## config.mk

```make
export PLATFORM = sky130hd
export DESIGN_NAME = bin_search_ctrl
export DESIGN_NICKNAME = d
export VERILOG_FILES = /design/src/rtl/bsearch_pkg.sv /design/src/rtl/bsearch_mid.sv /design/src/rtl/bin_search_ctrl.sv
export SDC_FILE = /design/constraint.sdc
export NUM_CORES = 1
export LEC_CHECK = 0
export BUFFER_PORTS_ARGS = -buffer_cell sky130_fd_sc_hd__buf_2
export CAP_MARGIN = 20
export CORE_UTILIZATION = 58
export DETAILED_ROUTE_END_ITERATION = 6
export GPL_ROUTABILITY_DRIVEN = 0
export PLACE_DENSITY_LB_ADDON = 0.2
export SETUP_SLACK_MARGIN = 0.4
export SLEW_MARGIN = 40
export SYNTH_ARGS = -nofsm -noshare
export SYNTH_HDL_FRONTEND = slang
export SYNTH_SLANG_ARGS = --single-unit
```

## constraint.sdc

```tcl
create_clock -name CLK -period 4 [get_ports CLK]
set_clock_uncertainty 0.2 [all_clocks]
set_input_delay 0.2 -clock CLK [delete_from_list [all_inputs] [get_ports CLK]]
set_output_delay 0.2 -clock CLK [all_outputs]
set_load 0.05 [all_outputs]
```

## src/rtl/bsearch_pkg.sv

```systemverilog
// Shared types and constants for the binary-search controller.
// Flag patterns are written in {GT,LT,EQ} order.
package bsearch_pkg;

    typedef enum logic [1:0] {
        IDLE  = 2'd0,
        WAIT  = 2'd1,
        CHECK = 2'd2,
        FIN   = 2'd3
    } state_e;

    localparam logic [2:0] F_GT = 3'b100;
    localparam logic [2:0] F_LT = 3'b010;
    localparam logic [2:0] F_EQ = 3'b001;

endpackage

```

## src/rtl/bsearch_mid.sv

```systemverilog
// Overflow-free midpoint lo + ((hi - lo) >> 1); the caller guarantees hi >= lo.
module bsearch_mid #(
    parameter int WIDTH = 4
) (
    input  logic [WIDTH-1:0] lo_i,
    input  logic [WIDTH-1:0] hi_i,
    output logic [WIDTH-1:0] mid_o
);

    logic [WIDTH:0] diff;
    logic [WIDTH:0] sum;

    // One extra bit keeps the intermediate sum from wrapping at the top of the range.
    assign diff  = {1'b0, hi_i} - {1'b0, lo_i};
    assign sum   = {1'b0, lo_i} + (diff >> 1);
    assign mid_o = sum[WIDTH-1:0];

endmodule

```

## src/rtl/bin_search_ctrl.sv

```systemverilog
// Successive-approximation search for a secret operand, driving GUESS into a
// registered GT/LT/EQ comparator and consuming its flags one cycle later.
module bin_search_ctrl
    import bsearch_pkg::*;
#(
    parameter int WIDTH = 4,
    parameter int SW    = $clog2(WIDTH + 2)
) (
    input  logic             CLK,
    input  logic             RST,
    input  logic             START,
    input  logic             GT,
    input  logic             LT,
    input  logic             EQ,
    output logic [WIDTH-1:0] GUESS,
    output logic             BUSY,
    output logic             DONE,
    output logic             FOUND,
    output logic [SW-1:0]    STEPS
);

    localparam logic [WIDTH-1:0] MAX_VAL  = '1;
    localparam logic [WIDTH-1:0] ONE      = WIDTH'(1);
    localparam logic [SW-1:0]    STEP_ONE = SW'(1);

    state_e           state_q, state_d;
    logic [WIDTH-1:0] lo_q, lo_d;
    logic [WIDTH-1:0] hi_q, hi_d;
    logic [WIDTH-1:0] guess_q, guess_d;
    logic [SW-1:0]    steps_q, steps_d;
    logic             found_q, found_d;

    logic [2:0]       flags;
    logic             step_gt, step_lt;
    logic [WIDTH-1:0] mid_lo, mid_hi, mid_val;

    assign flags = {GT, LT, EQ};

    // Bound checks come before the +/-1 update so GUESS never wraps at 0 or MAX_VAL.
    assign step_gt = (flags == F_GT) && (guess_q != lo_q);
    assign step_lt = (flags == F_LT) && (guess_q != hi_q);

    always_comb begin
        mid_lo = '0;
        mid_hi = MAX_VAL;
        if (state_q == CHECK) begin
            if (flags == F_GT) begin
                mid_lo = lo_q;
                mid_hi = guess_q - ONE;
            end else begin
                mid_lo = guess_q + ONE;
                mid_hi = hi_q;
            end
        end
    end

    bsearch_mid #(.WIDTH(WIDTH)) u_mid (
        .lo_i  (mid_lo),
        .hi_i  (mid_hi),
        .mid_o (mid_val)
    );

    // NOTE: sequential state uses non-blocking assignments so every register
    // samples pre-edge values, independent of process ordering.
    always_ff @(posedge CLK or negedge RST) begin
        if (!RST) state_q <= IDLE;
        else      state_q <= state_d;
    end

    always_comb begin
        // NOTE: a default first means every path assigns state_d, so no latch.
        state_d = state_q;
        unique case (state_q)
            IDLE, FIN: if (START) state_d = WAIT;
            WAIT:      state_d = CHECK;
            CHECK: begin
                if (flags == F_EQ)        state_d = FIN;
                else if (step_gt || step_lt) state_d = WAIT;
                else                      state_d = FIN;
            end
            default:   state_d = IDLE;
        endcase
    end

    always_comb begin
        lo_d    = lo_q;
        hi_d    = hi_q;
        guess_d = guess_q;
        steps_d = steps_q;
        found_d = found_q;
        unique case (state_q)
            IDLE, FIN: begin
                if (START) begin
                    lo_d    = '0;
                    hi_d    = MAX_VAL;
                    guess_d = mid_val;
                    steps_d = STEP_ONE;
                    found_d = 1'b0;
                end
            end
            CHECK: begin
                if (flags == F_EQ) begin
                    found_d = 1'b1;
                end else if (step_gt) begin
                    hi_d    = guess_q - ONE;
                    guess_d = mid_val;
                    steps_d = steps_q + STEP_ONE;
                end else if (step_lt) begin
                    lo_d    = guess_q + ONE;
                    guess_d = mid_val;
                    steps_d = steps_q + STEP_ONE;
                end
            end
            default: ;
        endcase
    end

    always_ff @(posedge CLK or negedge RST) begin
        if (!RST) begin
            lo_q    <= '0;
            hi_q    <= MAX_VAL;
            guess_q <= '0;
            steps_q <= '0;
            found_q <= 1'b0;
        end else begin
            lo_q    <= lo_d;
            hi_q    <= hi_d;
            guess_q <= guess_d;
            steps_q <= steps_d;
            found_q <= found_d;
        end
    end

    always_comb begin
        GUESS = guess_q;
        STEPS = steps_q;
        FOUND = found_q;
        BUSY  = (state_q == WAIT) || (state_q == CHECK);
        DONE  = (state_q == FIN);
    end

endmodule

```

* Word-level counts from Yosys, hierarchy flattened *
Cells that the tools add are included.
Widths: inputs -> output; s select.

cells by class
  add/sub/neg operators = 5
  $mul = 0
  div/mod/pow operators = 0
  order comparisons = 0
  equality and inequality tests = 15
  shift operators = 0
  mux-type cells = 30
  bitwise logic cells = 0
  reduce and logical (&&, ||, !) cells = 11

operator list
  kind                 number
  $mux 4               15
  $pmux 4 s2           3
  $mux 3               4
  $ne 2x2->1 const B   6
  $ne 4x4->1           2
  $reduce_and 4->1     2
  $mux 2               3
  $pmux 2 s3           1
  $pmux 3 s2           1
  $reduce_and 5->1     1
  $sub 4x4->5          1
  $add 4x1->4 const B  1
  $add 4x4->4          1
  $eq 2x2->1 const B   2
  $sub 4x1->4 const B  1
  $add 3x1->3 const B  1
  $eq 3x1->1 const B   1
  $eq 3x2->1 const B   1
  $eq 3x3->1 const B   1
  $ne 3x3->1 const B   1
  $reduce_and 3->1     1
  $eq 2x1->1 const B   1
  $logic_and 1x1->1    2
  $logic_not 2->1      1
  other kinds (5)      7

word-level totals
  register bits = 18
  latch bits = 0
  memory bits (writable) = 0
  bits in read-only memories = 0
  bits of input ports = 6
  word-level logic and storage cells = 67
  memories kept = 0

* Longest topological paths before layout *
Gate-level depths: netlist of run 1.

  depth after elaboration = 9
  gate-level depth with buffers = 16

* By module *
A second synthesis of run 1 with hierarchy kept.

second synthesis, totals
  cell total of the unflattened synthesis = 146
  area total of the unflattened synthesis = 1435.1 um^2

modules (own cells, without submodules)
  module           instances  cells an instance  area an instance (um^2)  seq. area each (um^2)
  bin_search_ctrl  1          120                1198.6                   455.4
  bsearch_mid      1          26                 236.5                    0.0

* Least setup slack after synthesis of run 1 *
No wires, ideal clock.

  path type = register to register
  from = reg state_q[0]
  to = reg guess_q[3], in the netlist GUESS[3]
  library setup time = 0.082 ns
  arrival = 3.378 ns
  setup slack = 0.341 ns
  cell stages (with the launch flop) = 15
  path buffers = 2
  clock period less this slack = 3.659 ns
  cell sequence = dfrtp_1 inv_1 ha_1 clkdlybuf4s50_2 buf_1 o211ai_1 ha_1 nor2b_1 a221oi_1 nand3_1 ha_1 a21oi_1 or3_1 a21o_1 a31oi_1

between the ends
  longest elaborated chain between the ends = 8
  elaborated cells on any way between the ends = 18

ends and longest elaborated chain
  item                    line                                          source
  from (decl)             bin_search_ctrl.sv:26                         state_e state_q, state_d;
  from (signal assigned)  bin_search_ctrl.sv:67                         else state_q <= state_d;
  $eq 2x2->1              bin_search_ctrl.sv:46, bin_search_ctrl.sv:91
  $mux 4                  bin_search_ctrl.sv:46                         if (state_q == CHECK) begin
  $sub 4x4->5             bsearch_mid.sv:14                             assign diff = {1'b0, hi_i} - {1'b0, lo_i};
  $add 4x4->4             bsearch_mid.sv:15                             assign sum = {1'b0, lo_i} + (diff >> 1);
  $mux 4                  bin_search_ctrl.sv:108                        end else if (step_lt) begin
  $mux 4                  bin_search_ctrl.sv:104                        end else if (step_gt) begin
  $mux 4                  bin_search_ctrl.sv:102                        if (flags == F_EQ) begin
  $pmux 4 s2              bin_search_ctrl.sv:91                         unique case (state_q)
  to (signal assigned)    bin_search_ctrl.sv:128                        guess_q <= guess_d;
  to (decl)               bin_search_ctrl.sv:29                         logic [WIDTH-1:0] guess_q, guess_d;

Several ways; a longest one is shown, not always the timed one. The select of a mux whose other input is x is not followed.
A chain may end at the register's enable or synchronous reset.

* Final worst setup path of run 1 *
  from = reg guess_q[1], in the netlist GUESS[1]
  to = reg guess_q[3], in the netlist GUESS[3]

between the ends
  longest elaborated chain between the ends = 9
  elaborated cells on any way between the ends = 19

ends and longest elaborated chain
  item                                        line                                          source
  $sub 4x1->4 or $add 4x1->4 (tied branches)  bin_search_ctrl.sv:49, bin_search_ctrl.sv:51
  $mux 4                                      bin_search_ctrl.sv:47                         if (flags == F_GT) begin
  $mux 4                                      bin_search_ctrl.sv:46
  $sub 4x4->5                                 bsearch_mid.sv:14
  $add 4x4->4                                 bsearch_mid.sv:15
  $mux 4                                      bin_search_ctrl.sv:108
  $mux 4                                      bin_search_ctrl.sv:104
  $mux 4                                      bin_search_ctrl.sv:102
  $pmux 4 s2                                  bin_search_ctrl.sv:91

Several ways; a longest one is shown, not always the timed one. The select of a mux whose other input is x is not followed.

==> metrics, run 1 <==
status=complete, no violations; global route total overflow=0; commonest non-fill, non-tap cell in the layout=a21oi_1; Worst Path Max Fanout=8; top post-synthesis cells by area=dfrtp_1 23%, ha_1 9.7%, dfstp_2 6.8%, xnor2_1 5.7%, a21oi_1 5.5%; clk root buf=clkbuf_4; Logic pwr share=about two thirds; area growth from synthesis to layout=7.95%; CP top delay family=simple AND/OR/NAND/NOR gates; initial core utilization=61.7%; share of layout cells above drive strength 1=approximately a quarter; CP max-delay cell=dfrtp_2; area leader, netlist=dfrtp_1; Critical path buffers and inverters=0; clock power share=a little under a tenth; switching share of power=around half; setup TNS=0 ns; DP HPWL=about 2.4 mm; largest net degree at the start of global routing=19; Pwr per Cell Area=between 700 and 800 mW/mm²; endpoint of the worst-slack reg-to-reg timing path=GUESS[3]; ant diodes=0; syn_nets=190; final critical-path required period=around 3.4 ns; Setup CP Type=reg -> reg; worst-skew pair later-pin latency=approximately 0.30 ns; post-synthesis sequential area ratio=29.5%; post-route ant nets=0; Avg Synthesized Cell Area=9.07 µm²; Die ar.=~0.0029 mm²; worst setup path start=GUESS[1]; Maximum Capacitance Violations=0; Via density=5.81; Leakage=about 0.00078 µW; Post-Syn Area=roughly 0.0015 mm²; Max-slew headroom=between 40% and 50%; CTS clk-pin slew, worst paths=about 0.12 ns; commonest cells after routing, fill and taps aside=17 x a21oi_1, 16 x inv_1, 16 x nor2_1; Critical Path RT=4.03 ns; Pint=~630 µW; RSZ-0062 raised after global routing=false; Synth warnings=0; crit end category=flip-flop; drt first pass iters=5; Final Setup Violations=0; switching power=about 650 µW; H-tree depth=1; clk sinks=18; die width=roughly 54 µm; Slew Limit Fails=0; reg2reg start=GUESS[1]; clock buffer depth=2; largest stage delay on the critical path=roughly 0.49 ns; worst path arrival time=approximately 3.5 ns; Hold Crit Depth=4; Least-Margin Pin Slew=about 0.76 ns; Rows=18; I/O Pins=16; R2R setup slack=0.58 ns; total track usage=around a quarter; crit-path cells=ha_1 > xnor2_2 > nor2_1 > a21oi_1 > nand2b_1 > ha_1 > nor2b_1 > a221oi_1 > nand3_1 > ha_1 > a21oi_1 > or3_1 > a21o_1 > a31oi_1; fmax=approximately 290 MHz; CTS tree=built; crit start category=flip-flop; vias after detailed routing=approximately 1,200; post-route core utilization=between 60% and 70%; final wirelength=between 3 and 4 mm; cts bufs inserted=3; Die Y-Extent=~54 µm; residual DRC count=0; post-synth top area share=between 20% and 30%; setup ws final=0.584 ns; FFs w/ async S/R, synth=between 90% and 100%; first-pass GRT wire length=between 5 and 6 mm; crit path to=GUESS[3]; initial antenna violation count=0; Final Cycle Share=a little under nine tenths; flops & latches, synth=18; Levels on crit path=14; Post-Syn Instances=between 150 and 200; fin nets=about 210; Top FF cell, synth=dfrtp_1; Setup Slack @ Placement=around 0.44 ns; vias in the first global route=1,198; I/O Buffers=15; Reg power frac=around 26%; EDFF count, synth=0; worst r2r path cells=14; HP Class=in -> reg; Fin. Hold Viols=0; synth unique cells=47; CP most frequent cell=ha_1; core outline area=approximately 0.0025 mm²; WL/cell=14.7 µm; DR iter-0 viols=25; IR drop worst, VDD=around 0.59 mV
metal layers:
| layer | GRT usage [%] | wire [µm] | vias to the layer above | share of wire (%) |
|---|---|---|---|---|
| li1 | - | - | 616 | - |
| met1 | 31.7 | 1460 | 597 | 46 |
| met2 | 45.4 | 1540 | 30 | 49 |
| met3 | 3.95 | 107 | 6 | 3.4 |
| met4 | 7.46 | 58 | 0 | 1.8 |
| met5 | 0 | 0 | - | 0 |
flip-flops by register name, summed over array words and instances (netlist names):
register,count
FOUND,1
lo_q,4
hi_q,4
STEPS,3
GUESS,4
state_q,2
cell families (layout without fill, tap and decap cells):
logic type | Yosys count | count (layout) | synth area share [%]
AOI/OAI and AO/OA | 38 | 38 | 17.5
xor gates and xnor gates | 13 | 13 | 7.39
adders and majority gates | 14 | 14 | 12.3
buffers and inverters | 26 | 41 | 9.01
DFF | 18 | 18 | 29.5
muxes | 8 | 8 | 6.01
and+or+nand+nor | 53 | 53 | 18.3
worst min path at each step:
stage	start	endpoint	slack (ns)
finish	GT	FOUND	0.04
global route	GT	FOUND	0.07
CTS	GT	FOUND	0.05
detailed placement	RST	lo_q[1]	-0.03
global placement	RST	GUESS[0]	-0.04
floorplan	RST	FOUND	-0.30
synthesized netlist by cell type, drive strengths merged (5+ instances only):
library cell / instances
nand2b: 5
a21oi: 17
xnor2: 10
dfrtp: 14
nand3: 5
nand2: 10
nor2: 16
buf: 5
inv: 17
ha: 12
cell type report:
| type | instances | area [µm²] |
|---|---|---|
| clock buffers | 4 | 36.3 |
| flip-flops and latches | 18 | 459 |
| fillers | 199 | 836 |
| multi-input cells | 126 | 955 |
| well taps | 30 | 37.5 |
| repair buffers | 20 | 113 |
| inverters | 17 | 63.8 |
timing repair:
item / in CTS / in global routing
hold buffers: 1 / 0
gates resized for setup: 0 / 5
setup buffers: 0 / 3
endpoints found under the hold margin: 18 / 0
endpoints found under the setup margin: 0 / 1
worst reg2reg max path, stage by stage (launching register included):
cell	delay, ns
dfrtp_2	0.49
ha_1	0.24
xnor2_2	0.14
nor2_1	0.09
a21oi_1	0.04
nand2b_1	0.18
ha_1	0.34
nor2b_1	0.16
a221oi_1	0.24
nand3_1	0.11
ha_1	0.33
a21oi_1	0.09
or3_1	0.38
a21o_1	0.17
a31oi_1	0.15
stage by stage:
stage          cell area [µm²]  total power, µW  std cells  hold WS (ns)
5_1_grt                   1660             1390        215        0.0691
6_report                  1660             1290        215        0.0443
4_1_cts                   1630             1260        212        0.0471
3_5_place_dp              1590             1140        207       -0.0300
2_1_floorplan             1540             1030        170        -0.296
3_3_place_gp              1590             1110        207       -0.0434
power groups by stage:
stage	clock network, µW	registers, µW	logic, µW
after detailed placement	0	340	796
final	121	330	837
after floorplan	0	386	640
after global placement	0	332	778
after global routing	129	341	921
after CTS	121	336	803
Power figures use the tool's default switching activity.
==> run 2: changes to the inputs <==
--- a/config.mk
+++ b/config.mk
@@ -7,6 +7,7 @@
 export LEC_CHECK = 0
 export BUFFER_PORTS_ARGS = -buffer_cell sky130_fd_sc_hd__buf_2
 export CAP_MARGIN = 20
+export CORE_MARGIN = 10
 export CORE_UTILIZATION = 58
 export DETAILED_ROUTE_END_ITERATION = 6
 export GPL_ROUTABILITY_DRIVEN = 0
==> run 2 against run 1 <==
Combinational power rose by 3.1%. Hold slack barely moved. Power rose by 0.80%. Largest cell class unchanged. Non-clock buffer count did not move. Cell count did not move. Largest power group unchanged. Die area rose by 79%. Fmax rose by 1.6%.
==> metrics, run 2 (synthesis gave the netlist of run 1 again) <==
status=complete, no violations; Slew Limit Fails=0 (unchanged); Rows=18 (unchanged); Fin. Hold Viols=0 (unchanged); Maximum Capacitance Violations=0 (unchanged); crit start category=flip-flop; commonest cells after routing, fill and taps aside=17 x a21oi_1, 16 x inv_1, 16 x nor2_1; I/O Buffers=15 (unchanged); WL/cell=16.0 µm (+8.9%); IR drop worst, VDD=0.799 mV (+36%); CP max-delay cell=dfrtp_2; fin nets=206 (unchanged); Pwr per Cell Area=767 mW/mm² (-0.92%); Critical path buffers and inverters=1 (+1); final wirelength=3.44 mm (+8.9%); share of layout cells above drive strength 1=24.9% (+1.1 points); cts bufs inserted=3 (unchanged); setup ws final=0.636 ns (+0.0524 ns); Final Cycle Share=84.1% (-1.3 points); H-tree depth=1 (unchanged); Leakage=0.000777 µW (-0.12%); commonest non-fill, non-tap cell in the layout=a21oi_1; Least-Margin Pin Slew=0.767 ns (+0.00704 ns); Filler cells=198 (-0.50%); residual DRC count=0 (unchanged); worst path arrival time=3.41 ns (-0.04 ns); vias after detailed routing=1,261 (+0.96%); worst-skew pair later-pin latency=0.31 ns (about the same); largest net degree at the start of global routing=19 (unchanged); die width=71.6 µm (+34%); CTS tree=built; RSZ-0062 raised after global routing=false; Max-slew headroom=48.6% (-0.47 points); vias in the first global route=1,290 (+7.7%); CP most frequent cell=ha_1; global route total overflow=0 (unchanged); initial antenna violation count=0 (unchanged); core outline area=0.00250 mm² (unchanged); CTS clk-pin slew, worst paths=0.12 ns (about the same); Die ar.=0.00512 mm² (+79%); Setup Slack @ Placement=0.488 ns (+0.0466 ns); setup TNS=0 ns (unchanged); final critical-path required period=3.36 ns (-0.0524 ns); largest stage delay on the critical path=0.46 ns (-0.03 ns); Critical Path RT=4.05 ns (+0.02 ns); Die Y-Extent=71.6 µm (+34%); area growth from synthesis to layout=9.82%; post-route ant nets=0 (unchanged); total track usage=13.7% (-12 points); fmax=297 MHz (+1.6%); clock buffer depth=2 (unchanged); drt first pass iters=4 (-1); Setup CP Type=reg -> reg; clk root buf=clkbuf_4; Final Setup Violations=0 (unchanged); initial core utilization=61.7% (unchanged); HP Class=in -> reg; ant diodes=0 (unchanged); DP HPWL=2.59 mm (+8.4%); first-pass GRT wire length=5.89 mm (+11%); I/O Pins=16 (unchanged); CP top delay family=compound AO/OA/AOI/OAI gates; crit end category=flip-flop; DR iter-0 viols=70 (+180%); clk sinks=18 (unchanged); Via density=5.87 (+0.96%); Worst Path Max Fanout=7 (-1); crit-path cells=inv_1 > ha_1 > xnor2_1 > o211ai_1 > ha_4 > nor2b_1 > a221oi_2 > nand3_1 > ha_1 > a21oi_1 > or3_1 > a21o_1 > a31oi_1
## run 2: what timing repair did
| action | in CTS | in global routing |
|---|---|---|
| setup buffers | 0 | 3 |
| hold buffers | 1 | 0 |
| resized for setup | 0 | 8 |
| endpoints found under the hold margin | 18 | 0 |
| endpoints found under the setup margin | 0 | 1 |
## run 2: routing by layer
layer	part of all wire (%)	up-vias	track usage [%]	wire, µm
li1	-	611	-	-
met1	43	610	17.0	1490
met2	49	32	22.2	1680
met3	5.3	8	4.13	182
met4	2.8	0	4.30	95
met5	0	-	0	0
## run 2: final cells by class
type,instances,area (µm²),area share [%]
Multi-Input combinational cell,126,978,57.8
Sequential cell,18,459,27.1
Timing Repair Buffer,20,128,7.54
Inverter,17,63.8,3.77
Tap cell,30,37.5,2.22
Clock buffer,4,26.3,1.55
## run 2: worst paths after layout
| check | from | endpoint | slack (ns) | depth (start not counted) |
|---|---|---|---|---|
| hold reg to reg | FOUND | FOUND | 0.35 | 2 |
| hold / removal | GT | FOUND | 0.04 | 4 |
| max in group asynchronous | RST | hi_q[3] | 3.10 | 2 |
| setup / recovery | GUESS[0] | GUESS[3] | 0.64 | 13 |
| setup reg to reg | GUESS[0] | GUESS[3] | 0.64 | 13 |
| min in group asynchronous | RST | lo_q[2] | 0.14 | 2 |
## run 2: stage by stage
| step | std cells | area [µm²] | util, % | hold slack, ns | total power (µW) |
|---|---|---|---|---|---|
| 2_1_floorplan | 170 | 1540 | - | -0.296 | 1030 |
| 3_3_place_gp | 207 | 1590 | 63.5 | -0.0433 | 1110 |
| 3_5_place_dp | 207 | 1590 | 63.5 | -0.0312 | 1140 |
| 4_1_cts | 212 | 1620 | 64.9 | 0.0471 | 1240 |
| 5_1_grt | 215 | 1690 | 67.7 | 0.0444 | 1410 |
| 6_report | 215 | 1690 | 67.7 | 0.0446 | 1300 |
## run 2: power breakdown
part	internal [µW]	switching [µW]
logic	348	515
registers	249	85.5
clock network	39.0	62.6
## run 2: worst register-to-register path: cells and delay by family (launching register included)
| family | cells | cell delay (ns) |
|---|---|---|
| AO/OA/AOI/OAI | 5 | 0.98 |
| flip-flops | 1 | 0.46 |
| XOR/XNOR | 1 | 0.15 |
| AND/OR/NAND/NOR | 3 | 0.63 |
| buffers and inverters | 1 | 0.08 |
| adder cells (fa/ha/maj) | 3 | 0.81 |
